<file path="src/rtl/ysyx_22040125_fwd_ctrl.sv">
// Forwarding / load-use hazard controller for the EXE-stage operand muxes.
// Keeps a shadow copy of EXE/MEM/WB destination info and registers one-hot selects with ID->EXE.
module ysyx_22040125_fwd_ctrl #(
    parameter int REG_W    = 5,
    parameter int LU_STALL = 1
) (
    input  logic             clk,
    input  logic             rst_n,
    input  logic             id_valid,
    input  logic [REG_W-1:0] id_rs1,
    input  logic [REG_W-1:0] id_rs2,
    input  logic [1:0]       id_src1_sel,
    input  logic [1:0]       id_src2_sel,
    input  logic [REG_W-1:0] id_rd,
    input  logic             id_rd_wen,
    input  logic             id_is_load,
    input  logic             mem_stall,
    input  logic             flush,
    output logic             id_ready,
    output logic             exe_valid,
    output logic [2:0]       src1_sel_plus,
    output logic [2:0]       src2_sel_plus
);

    typedef struct packed {
        logic             valid;
        logic [REG_W-1:0] rd;
        logic             wen;
        logic             load;
    } stage_t;

    localparam logic [2:0] SEL_NORM = 3'b001;
    localparam logic [2:0] SEL_MEM  = 3'b010;
    localparam logic [2:0] SEL_WB   = 3'b100;

    stage_t     exe_q, mem_q, wb_q;
    stage_t     id_stage;
    logic [2:0] sel1_q, sel2_q;
    logic [2:0] sel1_d, sel2_d;
    logic       load_use;
    logic       advance;
    logic       unused_sink;

    function automatic logic hit(input stage_t s, input logic [REG_W-1:0] rs);
        return s.valid && s.wen && (s.rd == rs) && (rs != '0);
    endfunction

    // Select as seen one cycle later, once the consumer sits in EXE:
    // EXE producer moves to MEM, MEM producer moves to WB, WB producer is covered by the regfile.
    function automatic logic [2:0] fwd_sel(input logic used, input logic [REG_W-1:0] rs,
                                           input stage_t e, input stage_t m);
        if (!used)                     return SEL_NORM;
        if (hit(e, rs) && !e.load)     return SEL_MEM;
        if (hit(m, rs))                return SEL_WB;
        return SEL_NORM;
    endfunction

    always_comb begin
        id_stage.valid = 1'b1;
        id_stage.rd    = id_rd;
        id_stage.wen   = id_rd_wen;
        id_stage.load  = id_is_load;

        load_use = exe_q.load &&
                   ((id_src1_sel[1] && hit(exe_q, id_rs1)) ||
                    (id_src2_sel[1] && hit(exe_q, id_rs2)));
        id_ready = rst_n && !load_use && !mem_stall;
        advance  = id_valid && id_ready && !flush;

        sel1_d = fwd_sel(id_src1_sel[1], id_rs1, exe_q, mem_q);
        sel2_d = fwd_sel(id_src2_sel[1], id_rs2, exe_q, mem_q);
    end

    always_ff @(posedge clk) begin
        if (!rst_n) begin
            exe_q  <= '0;
            mem_q  <= '0;
            wb_q   <= '0;
            sel1_q <= SEL_NORM;
            sel2_q <= SEL_NORM;
        end else if (mem_stall) begin
            // frozen pipeline, but a redirect still kills the EXE slot
            if (flush) begin
                exe_q  <= '0;
                sel1_q <= SEL_NORM;
                sel2_q <= SEL_NORM;
            end
        end else begin
            wb_q   <= mem_q;
            mem_q  <= exe_q;
            exe_q  <= advance ? id_stage : '0;
            sel1_q <= advance ? sel1_d : SEL_NORM;
            sel2_q <= advance ? sel2_d : SEL_NORM;
        end
    end

    assign exe_valid     = exe_q.valid;
    assign src1_sel_plus = sel1_q;
    assign src2_sel_plus = sel2_q;

    // Operand pc/imm bits, WB shadow and MEM load flag carry no forwarding decision.
    assign unused_sink = ^{id_src1_sel[0], id_src2_sel[0], wb_q, mem_q.load, (LU_STALL == 1)};

endmodule
</file>
<file path="config.mk">
export PLATFORM = sky130hd
export DESIGN_NAME = ysyx_22040125_fwd_ctrl
export DESIGN_NICKNAME = d
export VERILOG_FILES = /design/src/rtl/ysyx_22040125_fwd_ctrl.sv
export SDC_FILE = /design/constraint.sdc
export NUM_CORES = 1
export LEC_CHECK = 0
export CAP_MARGIN = 25
export CORE_MARGIN = 1
export CORE_UTILIZATION = 46
export DETAILED_ROUTE_END_ITERATION = 12
export GPL_TIMING_DRIVEN = 0
export PLACE_DENSITY = 0.75
export SKIP_LAST_GASP = 1
export SLEW_MARGIN = 20
export SYNTH_ARGS = -nofsm -noshare
export SYNTH_HDL_FRONTEND = slang
export SYNTH_SLANG_ARGS = --single-unit
</file>
<file path="constraint.sdc">
create_clock -name clk -period 2.1 [get_ports clk]
set_input_delay 0.21 -clock clk [delete_from_list [all_inputs] [get_ports clk]]
set_output_delay 0.21 -clock clk [all_outputs]
set_load 0.05 [all_outputs]
</file>
==> results of run 1 <==
## worst min-delay path: cells and delay by family
family | cells | cell delay [ns]
AOI/OAI and AO/OA | 2 | 0.18
buffers and inverters | 1 | 0.13
and+or+nand+nor | 2 | 0.14
## sequential cells by signal, summed over array words and instances, names as in the netlist
register	count
exe_q	7
src2_sel_plus	3
mem_q	7
src1_sel_plus	3
exe_valid	1
## stage by stage
step            TNS, ns  area [um^2]  worst slack (ns)  hold slack [ns]  total power, W
6_report              0         1560           0.04765           0.3917       0.0007391
5_1_grt        -0.04982         1560          -0.02639           0.4183       0.0007784
4_1_cts               0         1550           0.01194           0.3940       0.0007398
3_5_place_dp     -1.901         1461           -0.9065           0.4571       0.0005400
3_3_place_gp     -1.907         1461           -0.9099           0.4437       0.0005382
2_1_floorplan         0         1126          0.002427           0.3642       0.0004746
## what timing repair did
action | CTS | global route
endpoints found under the hold margin | 0 | 0
resized for setup | 31 | 3
pin swaps | 8 | 4
cloned | 0 | 0
setup endpoints to repair | 1 | 1
setup buffers | 4 | 2
## power by group through the flow
stage	logic, W	registers, W	clock network, W
after floorplan	0.0000557	0.000419	0
after global placement	0.000120	0.000418	0
after detailed placement	0.000122	0.000418	0
after CTS	0.000127	0.000410	0.000203
after global routing	0.000142	0.000411	0.000225
final	0.000133	0.000410	0.000196
## metal layers
metal / global-route usage [%] / wire, um / up-vias
met5: 0 / 0 / -
met4: 6.757 / 45 / 0
met3: 3.571 / 66 / 4
met2: 35.93 / 1376 / 18
met1: 31.22 / 1352 / 494
li1: - / - / 506
## kinds of logic (layout without fill, tap and decap cells)
family / count (synthesis) / after routing / share of synthesized area [%]
simple gates: 42 / 42 / 22.54
compound gates: 21 / 21 / 18.30
flops: 21 / 21 / 37.50
xor+xnor: 17 / 17 / 13.28
mux: 7 / 7 / 6.250
buf+inv: 6 / 46 / 2.120
## worst max path at each step
stage          startpoint        to
2_1_floorplan   id_rs2[1]  id_ready
3_3_place_gp    id_rs1[1]  id_ready
3_5_place_dp    id_rs1[1]  id_ready
4_1_cts         id_rs2[4]  id_ready
5_1_grt         id_rs1[3]  id_ready
6_report        id_rs1[2]  id_ready
## layout make-up
cell class / count / area, um^2
Multi-Input combinational cell: 87 / 723.2
Fill cell: 190 / 694.4
Sequential cell: 21 / 420.4
Timing Repair Buffer: 36 / 331.6
Tap cell: 28 / 35.03
Clock buffer: 4 / 26.28
Buffer: 4 / 16.27
Inverter: 2 / 7.507
## Yosys cell counts (3+ instances only)
cell	number	area (um^2)
nor3_1	3	15.01
nor2_1	4	15.01
nand3_1	4	20.02
dfxtp_1	21	420.4
mux2i_1	7	70.07
xnor2_1	14	122.6
nand2b_1	3	18.77
a32o_1	7	70.07
nor2b_1	12	75.07
xor2_1	3	26.28
nand2_1	5	18.77
clkbuf_1	3	11.26
==> impl_summary.log, run 1 <==
INFO  metric outcome = finished, final reports clean
INFO  metric setup.worst_path.start_class = primary input
INFO  metric maxCapViolCount = 0
INFO  metric number_of_instances_in_the_synthesized_netlist = 114
INFO  metric flop_to_flop_setup_slack = 0.15 ns
INFO  metric clock_insertion_delay_worst_skew = 0.30 ns
INFO  metric timing.critical_path.slowest_stage_cell = or4_4
INFO  metric skew = 0.002902 ns
INFO  metric power.switching_fraction = 25.55%
INFO  metric crit_cells = 7
INFO  metric synth_flop_cell = dfxtp_1
INFO  metric number_of_drc_violations_after_detailed_routing = 0
INFO  metric ctsRootBufferMaster = clkbuf_4
INFO  metric power.internal = 0.0005503 W
INFO  metric post_cts_hold_buffer_count = 0
INFO  metric wire_length_of_the_first_global_routing_pass = 4326 um
INFO  metric leakage = 0.5459 nW
INFO  metric detailedPlacementHpwl = 2017 um
INFO  metric drt_wl_total = 2840 um
INFO  metric ys_seq_elements = 21
INFO  metric setup.worst_path.end_class = output port
INFO  metric cts.clk_slew.worst_paths = 0.12 ns
INFO  metric path_cells = clkdlybuf4s15_2, or4_4, o211ai_4, nor3_4, o21a_4, nor3b_4, buf_6
INFO  metric max-vdd-ir-drop = 0.0003485 V
INFO  metric final-hold-violation-count = 0
INFO  metric gpl.final_weighted_congestion = 0.8123
INFO  metric max_stage_delay = 0.54 ns
INFO  metric track_usage = 22.63%
INFO  metric maximum_number_of_pins_on_one_net_before_global_route_repair = 12
INFO  metric worst_r2r_endpoint = src2_sel_plus[0]$_SDFFE_PN1P_
INFO  metric synth_enable_flop_cells = 0
INFO  metric cts_inserted_buffers = 3
INFO  metric synthesis.area_per_instance = 9.834 um^2
INFO  metric netlist-cell-type-count = 32
INFO  metric synth_sequential_area_ratio = 37.50%
INFO  metric worst-endpoint-required = 1.89 ns
INFO  metric h_tree_level_count = 1
INFO  metric worst-slew-pin-transition = 0.7682 ns
INFO  metric fp.dieW = 51.37 um
INFO  metric netlist_area = 1121 um^2
INFO  metric clock_sink_count = 21
INFO  metric critical_path_class = primary input to output port
INFO  metric die_area = 2638 um^2
INFO  metric crit_fanout = 3
INFO  metric viasPerCell = 5.615
INFO  metric fp.coreArea = 2255 um^2
INFO  metric fp.dieH = 51.37 um
INFO  metric final.min_clock_period = 2.052 ns
INFO  metric detailedRoute.firstPassIterationCount = 4
INFO  metric final_max_slew_viol_count = 0
INFO  metric tritoncts = done
INFO  metric maxSlewHeadroom = 48.78%
INFO  metric worst_hold_path.endpoint = src2_sel_plus[2]$_SDFFE_PN0P_
INFO  metric place_inst = 172
INFO  metric hp-class = primary input to flip-flop
INFO  metric via_count_of_the_first_global_routing_pass = 919
INFO  metric diodes = 0
INFO  metric power_per_cell_area = 473.7 nW/um^2
INFO  metric std_cell_rows = 17
INFO  metric ant_nets = 0
INFO  metric setup_viol_count_final = 0
INFO  metric global_route.overflow_total = 0
INFO  metric postSynth.asyncResetShare = 0%
INFO  metric postLayoutCoreUtil = 69.20%
INFO  metric cp_top_family = simple AND/OR/NAND/NOR gates
INFO  metric worst_hold_path_cells = 5
INFO  metric antenna_violations_before_repair = 0
INFO  metric areaGrowthSynthToFinish = 39.17%
INFO  metric max_freq = 0.4872 GHz
INFO  metric r2r-start = exe_q[2]$_SDFFE_PN0P_
INFO  metric finish.net_count = 181
INFO  metric vias = 1022
INFO  metric p_sw = 0.0001888 W
INFO  metric most-common-layout-cells = 21 x dfxtp_1, 21 x clkdlybuf4s50_1, 14 x xnor2_1
INFO  metric initial_utilization = 49.72%
INFO  metric dr.first_iter.drc_count = 24
INFO  metric wl_per_instance = 15.60 um
INFO  metric numPortBuffers = 30
INFO  metric clkPwrFrac = 26.5%
INFO  metric cts-root-to-sink-buffers = 2
INFO  metric worst_ep_arrival_time = 1.84 ns
INFO  metric synth_fp_nets = 140
INFO  metric hold_start = id_rs2[3]
INFO  metric layout-drive-gt1-share = 16.23%
INFO  metric reg2reg_depth = 7
INFO  metric layout_worst_path_cycle_share = 97.73%
INFO  metric finish.cell_count_without_fillers = 182
INFO  metric register_share_of_total_power = 55.4%
INFO  metric comb_power_share = 18.1%
INFO  metric boundaryPins = 34
INFO  metric ys.warnings.count = 0
INFO  metric cp.buffers_inverters = 2
(Power assumes the default switching activity.)
==> inputs of run 2 (changes only) <==
--- a/config.mk
+++ b/config.mk
@@ -7,10 +7,11 @@
 export LEC_CHECK = 0
 export CAP_MARGIN = 25
 export CORE_MARGIN = 1
-export CORE_UTILIZATION = 46
+export CORE_UTILIZATION = 48
+export CTS_BUF_LIST = sky130_fd_sc_hd__clkbuf_4 sky130_fd_sc_hd__clkbuf_8
 export DETAILED_ROUTE_END_ITERATION = 12
 export GPL_TIMING_DRIVEN = 0
-export PLACE_DENSITY = 0.75
+export PLACE_DENSITY = 0.78
 export SKIP_LAST_GASP = 1
 export SLEW_MARGIN = 20
 export SYNTH_ARGS = -nofsm -noshare
==> run 2 against run 1 <==
Against the previous run: clock skew is 0.0020 ns higher; fmax decreased by 0.24%; combinational power about the same; cell count is the same; critical path type unchanged; critical endpoint unchanged; largest cell class unchanged.
==> impl_summary.log, run 2 (synthesized netlist as in run 1, its figures left out) <==
INFO  metric reg2reg_depth = 7 (unchanged)
INFO  metric postLayoutCoreUtil = 70.70% (+1.5 points)
INFO  metric fp.dieW = 50.33 um (-2.0%)
INFO  metric diodes = 0 (unchanged)
INFO  metric tritoncts = done
INFO  metric drt_wl_total = 2764 um (-2.7%)
INFO  metric maxCapViolCount = 0 (unchanged)
INFO  metric maxSlewHeadroom = 52.65% (+3.9 points)
INFO  metric leakage = 0.5502 nW (+0.78%)
INFO  metric layout-drive-gt1-share = 16.88% (+0.65 points)
INFO  metric hp-class = primary input to flip-flop
INFO  metric number_of_drc_violations_after_detailed_routing = 0 (unchanged)
INFO  metric setup.worst_path.end_class = output port
INFO  metric crit_fanout = 3 (unchanged)
INFO  metric flop_to_flop_setup_slack = 0.30 ns (+0.15 ns)
INFO  metric wire_length_of_the_first_global_routing_pass = 4353 um (+0.62%)
INFO  metric fin_hold_ws = 0.3955 ns (+0.003786 ns)
INFO  metric worst_hold_path_cells = 5 (unchanged)
INFO  metric cp_top_family = simple AND/OR/NAND/NOR gates
INFO  metric areaGrowthSynthToFinish = 39.51%
INFO  metric global_route.overflow_total = 0 (unchanged)
INFO  metric seqCellArea = 420.4 um^2 (unchanged)
INFO  metric worst-slew-pin-transition = 0.7103 ns (-0.05793 ns)
INFO  metric r2r-start = exe_q[2]$_SDFFE_PN0P_
INFO  metric place_area = 1461 um^2 (unchanged)
INFO  metric skew = 0.004860 ns (+0.001959 ns)
INFO  metric vias = 1030 (+0.78%)
INFO  metric wl_per_instance = 15.19 um (-2.7%)
INFO  metric report.power.total = 0.0007471 W (+1.1%)
INFO  metric worst-endpoint-required = 1.89 ns (about the same)
INFO  metric clock_sink_count = 21 (unchanged)
INFO  metric h_tree_level_count = 1 (unchanged)
INFO  metric timing.critical_path.slowest_stage_cell = or4_4
INFO  metric most-common-layout-cells = 21 x dfxtp_1, 21 x clkdlybuf4s50_1, 14 x xnor2_1
INFO  metric maximum_number_of_pins_on_one_net_before_global_route_repair = 12 (unchanged)
INFO  metric std_cell_rows = 17 (unchanged)
INFO  metric initial_utilization = 50.68% (+0.96 points)
INFO  metric final_area = 1564 um^2 (+0.24%)
INFO  metric setup.worst_path.start_class = primary input
INFO  metric worst_r2r_endpoint = src2_sel_plus[0]$_SDFFE_PN1P_
INFO  metric ctsRootBufferMaster = clkbuf_4
INFO  metric max-vdd-ir-drop = 0.0004737 V (+36%)
INFO  metric die_area = 2533 um^2 (-4.0%)
INFO  metric critical_path_class = primary input to output port
INFO  metric setup_repair_after_global_routing_missed_its_margin = no
INFO  metric antenna_violations_before_repair = 0 (unchanged)
INFO  metric layout_top_registers = exe_q x7, mem_q x7
INFO  metric dr.first_iter.drc_count = 31 (+29%)
INFO  metric max_stage_delay = 0.56 ns (+0.02 ns)
INFO  metric final-hold-violation-count = 0 (unchanged)
INFO  metric cts-root-to-sink-buffers = 2 (unchanged)
INFO  metric worst_ep_arrival_time = 1.85 ns (about the same)
INFO  metric cts.clk_slew.worst_paths = 0.12 ns (about the same)
INFO  metric fp.dieH = 50.33 um (-2.0%)
INFO  metric cp.buffers_inverters = 2 (unchanged)
INFO  metric finish.net_count = 181 (unchanged)
INFO  metric ant_nets = 0 (unchanged)
INFO  metric fp.coreArea = 2212 um^2 (-1.9%)
INFO  metric final_max_slew_viol_count = 0 (unchanged)
INFO  metric power_per_cell_area = 477.7 nW/um^2 (+0.84%)
INFO  metric via_count_of_the_first_global_routing_pass = 978 (+6.4%)
INFO  metric final.min_clock_period = 2.057 ns (+0.004952 ns)
INFO  metric track_usage = 23.05% (+0.42 points)
INFO  metric cts_inserted_buffers = 3 (unchanged)
INFO  metric boundaryPins = 34 (unchanged)
INFO  metric max_freq = 0.4861 GHz (-0.24%)
INFO  metric accumulated_negative_setup_slack = 0 ns (unchanged)
INFO  metric fillers = 172 (-9.5%)
INFO  metric gpl.final_weighted_congestion = 0.7885 (-2.9%)
INFO  metric path_cells = clkdlybuf4s15_2, or4_4, o211ai_4, nor3_4, o21a_4, nor3b_2, buf_6
INFO  metric clock_insertion_delay_worst_skew = 0.30 ns (about the same)
INFO  metric detailedRoute.firstPassIterationCount = 4 (unchanged)
INFO  metric numPortBuffers = 30 (unchanged)
INFO  metric outcome = finished, final reports clean
INFO  metric viasPerCell = 5.659 (+0.78%)
INFO  metric setup_viol_count_final = 0 (unchanged)
INFO  metric hold_start = id_rs2[3]
INFO  metric worst_hold_path.endpoint = src2_sel_plus[2]$_SDFFE_PN0P_
INFO  metric layout_worst_path_cycle_share = 97.97% (+0.24 points)
INFO  metric detailedPlacementHpwl = 1984 um (-1.6%)
INFO  metric multiInputGateArea = 716.9 um^2 (-0.87%)
-- run 2: changes by cell type in the layout (fill, tap and decap cells not counted) --
cell	previous run	this run
clkdlybuf4s15_2	2	3
clkbuf_4	3	4
clkbuf_1	4	3
nor3b_4	1	0
clkbuf_2	1	2
buf_2	3	1
nor3b_2	0	1
-- run 2: area by class of cell --
| class | count | share of cell area [%] |
|---|---|---|
| multi-input cells | 87 | 45.84 |
| flip-flops and latches | 21 | 26.88 |
| repair buffers | 36 | 21.60 |
| well taps | 28 | 2.240 |
| clock buffers | 4 | 1.920 |
| plain buffers | 4 | 1.040 |
| inverters | 2 | 0.4800 |
-- run 2: worst max path at each step --
stage	slack [ns]	cells after the start	start	end
6_report	0.04	7	id_rs1[3]	id_ready
5_1_grt	0.003	7	id_rs2[4]	id_ready
4_1_cts	0.01	7	id_rs1[3]	id_ready
3_5_place_dp	-0.87	7	id_rs2[1]	id_ready
3_3_place_gp	-0.88	7	id_rs2[1]	id_ready
2_1_floorplan	0.002	5	id_rs2[1]	id_ready
-- run 2: worst min-delay path, cell delays in order --
cell	delay, ns
clkbuf_2	0.13
a21o_1	0.13
nor4_1	0.06
nand2b_1	0.07
o31ai_1	0.06
-- run 2: through the flow --
| step | instances | worst slack (ns) |
|---|---|---|
| 2_1_floorplan | 114 | 0.002427 |
| 3_3_place_gp | 172 | -0.8819 |
| 3_5_place_dp | 172 | -0.8692 |
| 4_1_cts | 180 | 0.01255 |
| 5_1_grt | 182 | 0.003219 |
| 6_report | 182 | 0.04269 |
-- run 2: timing repair --
item                                    4_1_cts  5_1_grt
hold buffers                                  0        0
cloned                                        0        0
gates resized for setup                      29        2
setup buffers                                 4        2
pin swaps                                     8        3
endpoints found under the setup margin        1        1
hold endpoints to repair                      0        0
-- run 2: power by group --
part | switching, W | internal [W] | total (W)
sequential | 0.00000686 | 0.000403 | 0.000410
combinational | 0.0000588 | 0.0000728 | 0.000132
clock | 0.000119 | 0.0000868 | 0.000205
-- run 2: layer usage --
metal  vias up  global-route usage (%)  wire length (um)
met5         -                       0                 0
met3         4                   4.242               155
li1        501                       -                 -
met4         0                   7.407                34
met1       485                   29.24              1170
met2        40                   39.11              1404
==> inputs of run 3 (changes only) <==
--- a/config.mk
+++ b/config.mk
@@ -9,6 +9,7 @@
 export CORE_MARGIN = 1
 export CORE_UTILIZATION = 48
 export CTS_BUF_LIST = sky130_fd_sc_hd__clkbuf_4 sky130_fd_sc_hd__clkbuf_8
+export CTS_CLUSTER_SIZE = 16
 export DETAILED_ROUTE_END_ITERATION = 12
 export GPL_TIMING_DRIVEN = 0
 export PLACE_DENSITY = 0.78
==> results of run 3 <==
The final DEF is identical to that of run 2; final timing and power are the same.
